## config.mk

```make
export PLATFORM = sky130hd
export DESIGN_NAME = pipe_sequencer
export DESIGN_NICKNAME = d
export VERILOG_FILES = /design/src/rtl/pipe_sequencer.sv
export SDC_FILE = /design/constraint.sdc
export NUM_CORES = 1
export LEC_CHECK = 0
export ABC_CLOCK_PERIOD_IN_PS = 2200
export CAP_MARGIN = 5
export CORE_ASPECT_RATIO = 1.25
export CORE_MARGIN = 1.5
export CORE_UTILIZATION = 30
export CTS_BUF_LIST = sky130_fd_sc_hd__clkbuf_8
export CTS_CLUSTER_DIAMETER = 80
export DETAILED_ROUTE_END_ITERATION = 6
export HOLD_SLACK_MARGIN = 0.03
export PLACE_DENSITY = 0.73
export SLEW_MARGIN = 20
export SYNTH_ARGS = -nofsm -noshare
export SYNTH_HDL_FRONTEND = slang
export SYNTH_SLANG_ARGS = --single-unit
export TNS_END_PERCENT = 1
```

## constraint.sdc

```tcl
create_clock -name clk -period 2.2 [get_ports clk]
set_clock_uncertainty 0.15 [all_clocks]
set_input_delay 0.33 -clock clk [delete_from_list [all_inputs] [get_ports clk]]
set_output_delay 0.33 -clock clk [all_outputs]
set_load 0.1 [all_outputs]
```

## src/rtl/pipe_sequencer.sv

```systemverilog
// Pipeline stall/flush sequencer for the 5-stage MIPS core: per-stage enables, bubbles, stall watchdog.
// Optional performance counters are enabled with `define PIPE_SEQ_PERF_EN.
module pipe_sequencer #(
  parameter int FLUSH_CYCLES = 1,
  parameter int MAX_STALL    = 8,
  parameter int CNT_W        = 16
) (
  input  logic             clk,
  input  logic             reset,
  input  logic             hazard_stall,
  input  logic             branch_taken,
  input  logic             mem_busy,
  output logic             pc_en,
  output logic             ifid_en,
  output logic             ifid_flush,
  output logic             idex_flush,
  output logic             exmem_en,
  output logic             memwb_en,
  output logic             wdog_err,
  output logic [CNT_W-1:0] stall_cnt,
  output logic [CNT_W-1:0] flush_cnt
);

  typedef enum logic [1:0] {
    RUN   = 2'd0,
    HAZ   = 2'd1,
    MEMW  = 2'd2,
    FLUSH = 2'd3
  } state_t;

  localparam logic [1:0] FLUSH_RELOAD = 2'(FLUSH_CYCLES - 1);
  localparam logic [7:0] STALL_LIMIT  = 8'(MAX_STALL);
  localparam state_t     BRANCH_NXT   = (FLUSH_CYCLES > 1) ? FLUSH : RUN;

  state_t     state_r, state_nxt_s;
  logic [1:0] flush_left_r, flush_left_nxt_s;
  logic [7:0] haz_cnt_r, haz_cnt_nxt_s;
  logic       wdog_set_s;

  // Output decode and next-state selection; reset forces plain run outputs.
  always_comb begin
    pc_en            = 1'b1;
    ifid_en          = 1'b1;
    ifid_flush       = 1'b0;
    idex_flush       = 1'b0;
    exmem_en         = 1'b1;
    memwb_en         = 1'b1;
    state_nxt_s      = RUN;
    flush_left_nxt_s = flush_left_r;
    haz_cnt_nxt_s    = haz_cnt_r;
    wdog_set_s       = 1'b0;
    if (!reset) begin
      state_nxt_s = RUN;
    end else if (mem_busy) begin
      pc_en       = 1'b0;
      ifid_en     = 1'b0;
      exmem_en    = 1'b0;
      memwb_en    = 1'b0;
      state_nxt_s = MEMW;
    end else begin
      case (state_r)
        RUN, HAZ: begin
          if (branch_taken) begin
            ifid_flush       = 1'b1;
            idex_flush       = 1'b1;
            state_nxt_s      = BRANCH_NXT;
            flush_left_nxt_s = FLUSH_RELOAD;
            haz_cnt_nxt_s    = 8'd0;
          end else if (hazard_stall && (state_r == RUN || haz_cnt_r < STALL_LIMIT)) begin
            pc_en         = 1'b0;
            ifid_en       = 1'b0;
            idex_flush    = 1'b1;
            state_nxt_s   = HAZ;
            haz_cnt_nxt_s = (state_r == RUN) ? 8'd1 : haz_cnt_r + 8'd1;
          end else begin
            // Stall ended or watchdog forced a release of a stuck stall.
            wdog_set_s    = hazard_stall && (state_r == HAZ);
            haz_cnt_nxt_s = 8'd0;
            state_nxt_s   = RUN;
          end
        end
        MEMW: begin
          state_nxt_s = RUN;
        end
        FLUSH: begin
          ifid_flush = 1'b1;
          idex_flush = 1'b1;
          if (branch_taken) begin
            flush_left_nxt_s = FLUSH_RELOAD;
            state_nxt_s      = BRANCH_NXT;
          end else if (flush_left_r <= 2'd1) begin
            flush_left_nxt_s = 2'd0;
            state_nxt_s      = RUN;
          end else begin
            flush_left_nxt_s = flush_left_r - 2'd1;
            state_nxt_s      = FLUSH;
          end
        end
        default: begin
          state_nxt_s = RUN;
        end
      endcase
    end
  end

  // FSM state, sequencing counters and sticky watchdog flag.
  always_ff @(posedge clk) begin
    if (!reset) begin
      state_r      <= RUN;
      flush_left_r <= 2'd0;
      haz_cnt_r    <= 8'd0;
      wdog_err     <= 1'b0;
    end else begin
      state_r      <= state_nxt_s;
      flush_left_r <= flush_left_nxt_s;
      haz_cnt_r    <= haz_cnt_nxt_s;
      wdog_err     <= wdog_err | wdog_set_s;
    end
  end

`ifdef PIPE_SEQ_PERF_EN
  localparam logic [CNT_W-1:0] CNT_MAX = {CNT_W{1'b1}};
  localparam logic [CNT_W-1:0] CNT_ONE = CNT_W'(1);

  // Saturating stall and flush performance counters.
  always_ff @(posedge clk) begin
    if (!reset) begin
      stall_cnt <= {CNT_W{1'b0}};
      flush_cnt <= {CNT_W{1'b0}};
    end else begin
      if (!pc_en && stall_cnt != CNT_MAX) begin
        stall_cnt <= stall_cnt + CNT_ONE;
      end else begin
        stall_cnt <= stall_cnt;
      end
      if (ifid_flush && flush_cnt != CNT_MAX) begin
        flush_cnt <= flush_cnt + CNT_ONE;
      end else begin
        flush_cnt <= flush_cnt;
      end
    end
  end
`else
  assign stall_cnt = {CNT_W{1'b0}};
  assign flush_cnt = {CNT_W{1'b0}};
`endif

endmodule

```

==> After elaboration in Yosys (flattened, before gate mapping) <==
Index checks and enable logic that the tools add are counted.
{ "totals": {"mem_bits_ro": 0, "n_memories": 0, "output_inout_bits": 39, "mem_bits_rw": 0, "ff_bits": 13, "latchBits": 0, "elab_cells": 59} }
{ "classes": {"mux": 34, "div": 0, "bitwise": 3, "n_reduce_logical": 9, "shifts": 0, "add_sub_neg": 2, "magnitude_cmp": 2, "eq_ne": 4, "mul": 0} }
{ "op_table": {"columns": ["cell", "n"], "rows": [
  ["8-bit two-way mux", 3],
  ["1-bit two-way mux", 21],
  ["2-bit two-way mux", 6],
  ["8-bit by 1-bit adder with 8-bit output (second input constant)", 1],
  ["8-bit by 4-bit less-than comparator with 1-bit output (second input constant)", 1],
  ["2-bit case mux with 3 select lines", 1],
  ["2-bit == test (second input constant)", 2],
  ["1-bit case mux with 2 select lines", 2],
  ["2-bit case mux with 2 select lines", 1],
  ["2-bit OR reduction", 2],
  ["3-bit AND reduction", 1],
  ["2-bit by 1-bit == test with 1-bit output (second input constant)", 1],
  ["2-bit by 1-bit less-or-equal comparator with 1-bit output (second input constant)", 1],
  ["1-bit logical AND", 2],
  ["2-bit logical NOT", 1],
  ["2-bit inequality test (second input constant)", 1],
  ["1-bit NOT", 2],
  ["2-bit AND reduction", 1],
  ["2-bit nonzero test", 1],
  ["2-bit by 1-bit subtractor with 2-bit output (second input constant)", 1],
  ["1-bit logical OR", 1],
  ["1-bit OR", 1]
]} }

==> Depth between registers and ports, before layout <==
{ "logic_depth": {"word_depth": 9, "depth_mapped": 5, "ltp_nobuf": 4} }

==> Worst setup path before layout <==
Ideal clock, no wire load.
{ "synth_timing": {"path_type": "input to output", "start": "input port reset", "end": "output port pc_en", "t_arrival_ns": 4.104, "path_stages": 4, "required_time_ns": 1.720, "slack_ns": -2.384, "path_buffers": 2, "path_cell_list": "clkbuf_1 nand2_1 a21boi_0 buf_4"} }
{ "synth_via": {"elab_chain_len": 1} }
{ "synth_lines": {"columns": ["item", "line", "rtl"], "rows": [
  ["start: declaration", "9", "input logic reset,"],
  ["1-bit two-way mux", null, null],
  ["end: declaration", "13", "output logic pc_en,"]
]} }
No other way between the ends.

==> Worst setup path after layout <==
{ "layout_timing": {"start": "input port mem_busy", "end": "output port idex_flush"} }
{ "layout_via": {"elab_chain_len": 2} }
{ "layout_lines": {"columns": ["item", "line", "rtl"], "rows": [
  ["start: declaration", "12", "input logic mem_busy,"],
  ["1-bit two-way mux", "54", "end else if (mem_busy) begin"],
  ["1-bit two-way mux", "52", "if (!reset) begin"],
  ["end: declaration", "16", "output logic idex_flush,"]
]} }
No other way between the ends.

==> metrics.md <==
| Metric | Value |
|---|---|
| Hold_buf cts | `0` |
| Hold WC Path Type | `flop to flop` |
| Largest net degree at the start of global routing | `12` |
| Outcome | `finished, final reports clean` |
| Clock root buffer | `clkbuf_8` |
| Gr ovfl total | `0` |
| Commonest non-fill, non-tap cells in the layout | `32 x conb_1, 13 x dfxtp_1, 12 x buf_4` |
| Row count | `23` |
| Number of port buffers | `11` |
| CP endpoint kind | `output port` |
| Post-synthesis async set-or-reset flop share | `0%` |
| # DRC | `0` |
| RePlAce Congestion | `0.770` |
| Final setup violation count | `0` |
| Vias in the first global route | `707` |
| Post-CTS Setup Bufs | `0` |
| Pwr dens | `709 mW/mm^2` |
| Sequential-to-total area share from yosys stat | `26.6%` |
| Syn Std Cell Area | `978 um^2` |
| Mapped Cells | `116` |
| Routed vias/inst | `4.51` |
| Number of routed nets with antenna violations | `0` |
| Die W | `54.1 um` |
| WS Path Type | `input pin to output port` |
| Peak VDD IR | `0.326 mV` |
| Worst setup margin | `0.0865 ns` |
| Proportion of layout cells with a drive suffix above 1 | `23.0%` |
| Longest Clk Path Bufs | `2` |
| Crit start category | `input pin` |
| Final hold viol count | `0` |
| CTS tree | `built` |
| Htree depth | `1` |
| Die area | `0.00362 mm^2` |
| EDFF count, synth | `0` |
| P&R area growth vs syn | `22.3%` |
| Max Used Layer | `met4` |
| Pre-CTS setup slack | `0.0851 ns` |
| Hold Slack | `0.306 ns` |
| Wire length per cell | `10.2 um` |
| #FFs+latches synth | `13` |
| Crit path required time | `1.72 ns` |
| Initial antenna violation count | `0` |
| Clk Latency, worst-skew pair | `0.25 ns` |
| Syn Area/Cell | `8.43 um^2` |
| Initial Util | `30.9%` |
| Via count | `776` |
| LEAKAGE | `0.497 nW` |
| # IOs | `44` |
| Core Area | `0.00317 mm^2` |
| Met1 wire length | `711 um` |
| Netlist cell types | `44` |
| Max FO, Critical Path | `6` |
| Layout net count | `142` |
| Worst-path clk slew | `0.06 ns` |
| Final worst-path cycle share | `96.1%` |
| Routed wl met2 | `861 um` |
| DRT iter0 DRCs | `5` |
| CTS resizes | `0` |
| Max-cap violations | `0` |
| Final total negative setup slack | `0 ns` |
| Worst EP arrival | `1.63 ns` |
| Leading cell type in the layout, fill and taps excluded | `conb_1` |
| Clk sink count | `13` |
| Gr usage total | `11.3%` |
| Total wire length | `1760 um` |
| Die Height | `66.9 um` |
| RSZ-0062 raised after global routing | `no` |
| Ys Warns | `0` |
| Met3 WL | `147 um` |
| DR pass1 iterations | `4` |
| Max Clock Freq | `473 MHz` |
| Min Tclk post-route | `2.11 ns` |
| Fillers | `325` |
| Slew Limit Fails | `0` |
| Clock buffer count from CTS | `3` |
| Global-route wire length before repair | `3000 um` |
| Final HPWL from detailed placement | `1400 um` |
| Ant diodes | `0` |
| Synth Flop Type | `dfxtp_1` |
-- state kept, by name, indices dropped and copies added, names as in the netlist --
| register | cells |
|---|---|
| state_r | 2 |
| haz_cnt_r | 8 |
| flush_left_r | 2 |
| wdog_err | 1 |
-- Yosys cell counts (2+ instances only) --
| master | number | share of area (%) |
|---|---|---|
| a211oi_1 | 4 | 3.1 |
| a21oi_1 | 3 | 1.5 |
| buf_4 | 34 | 26 |
| buf_6 | 2 | 2.3 |
| dfxtp_1 | 13 | 27 |
| inv_1 | 5 | 1.9 |
| nand2_1 | 4 | 1.5 |
| nand2b_1 | 3 | 1.9 |
| nand3_1 | 3 | 1.5 |
| nand4_1 | 2 | 1.3 |
| nor3_1 | 2 | 1.0 |
| nor4b_1 | 2 | 1.8 |
| o21ai_0 | 4 | 2.0 |
| o31ai_1 | 3 | 2.3 |
| or3_1 | 3 | 1.9 |
-- routing by layer --
layer | up-vias | GRT usage [%]
met5 | - | 0
met4 | 0 | 5.94
met3 | 5 | 3.36
met2 | 40 | 19.7
met1 | 350 | 11.9
li1 | 381 | -
-- worst paths after layout --
check | startpoint | end | slack [ns] | depth (start not counted)
worst max-delay path | mem_busy | idex_flush | 0.09 | 5
worst min-delay path | flush_left_r[1]$_SDFFE_PN0P_ | flush_left_r[1]$_SDFFE_PN0P_ | 0.31 | 1
worst max register to register | haz_cnt_r[0]$_SDFFE_PN0P_ | haz_cnt_r[6]$_SDFFE_PN0P_ | 0.47 | 4
worst min register to register | flush_left_r[1]$_SDFFE_PN0P_ | flush_left_r[1]$_SDFFE_PN0P_ | 0.31 | 1
-- cells by family after synthesis --
kind of cell               count (synthesis)  synth area share (%)
AOI/OAI and AO/OA                         26                  19.1
and+or+nand+nor                           29                  19.2
muxes                                      1                  1.02
buffers and inverters                     44                  31.6
xor gates and xnor gates                   1                 0.895
other                                      1                 0.383
adders and majority gates                  1                  1.28
DFF                                       13                  26.6
-- where the power goes --
| part | internal, W | leakage [nW] | switching, W |
|---|---|---|---|
| combinational | 0.0000597 | 0.366 | 0.000322 |
| sequential | 0.000238 | 0.105 | 0.00000537 |
| clock | 0.000125 | 0.0255 | 0.0000972 |
-- cell type report --
class                   count  area (um^2)  area share (%)
clock inverters             1         5.00           0.418
inverters                   6         23.8            1.99
clock buffers               3         41.3            3.45
multi-input cells          90          569            47.6
well taps                  37         46.3            3.87
flip-flops and latches     13          260            21.8
repair buffers             22          250            20.9
-- worst max-delay path, cell delays in order --
cell and delay (ns):
clkdlybuf4s50_1 0.56, and2b_1 0.25, o211a_4 0.15, o21bai_4 0.17, buf_12 0.17
-- stage by stage --
stage,total power (W),cell area [um^2],instances,util [%]
after floorplan,0.000623,1150,147,-
after global placement,0.000629,1150,168,36.3
after detailed placement,0.000630,1150,168,36.3
after CTS,0.000853,1200,172,37.8
after global routing,0.000883,1200,172,37.8
final,0.000848,1200,172,37.8
No activity file was read; power rests on OpenSTA's default activity.
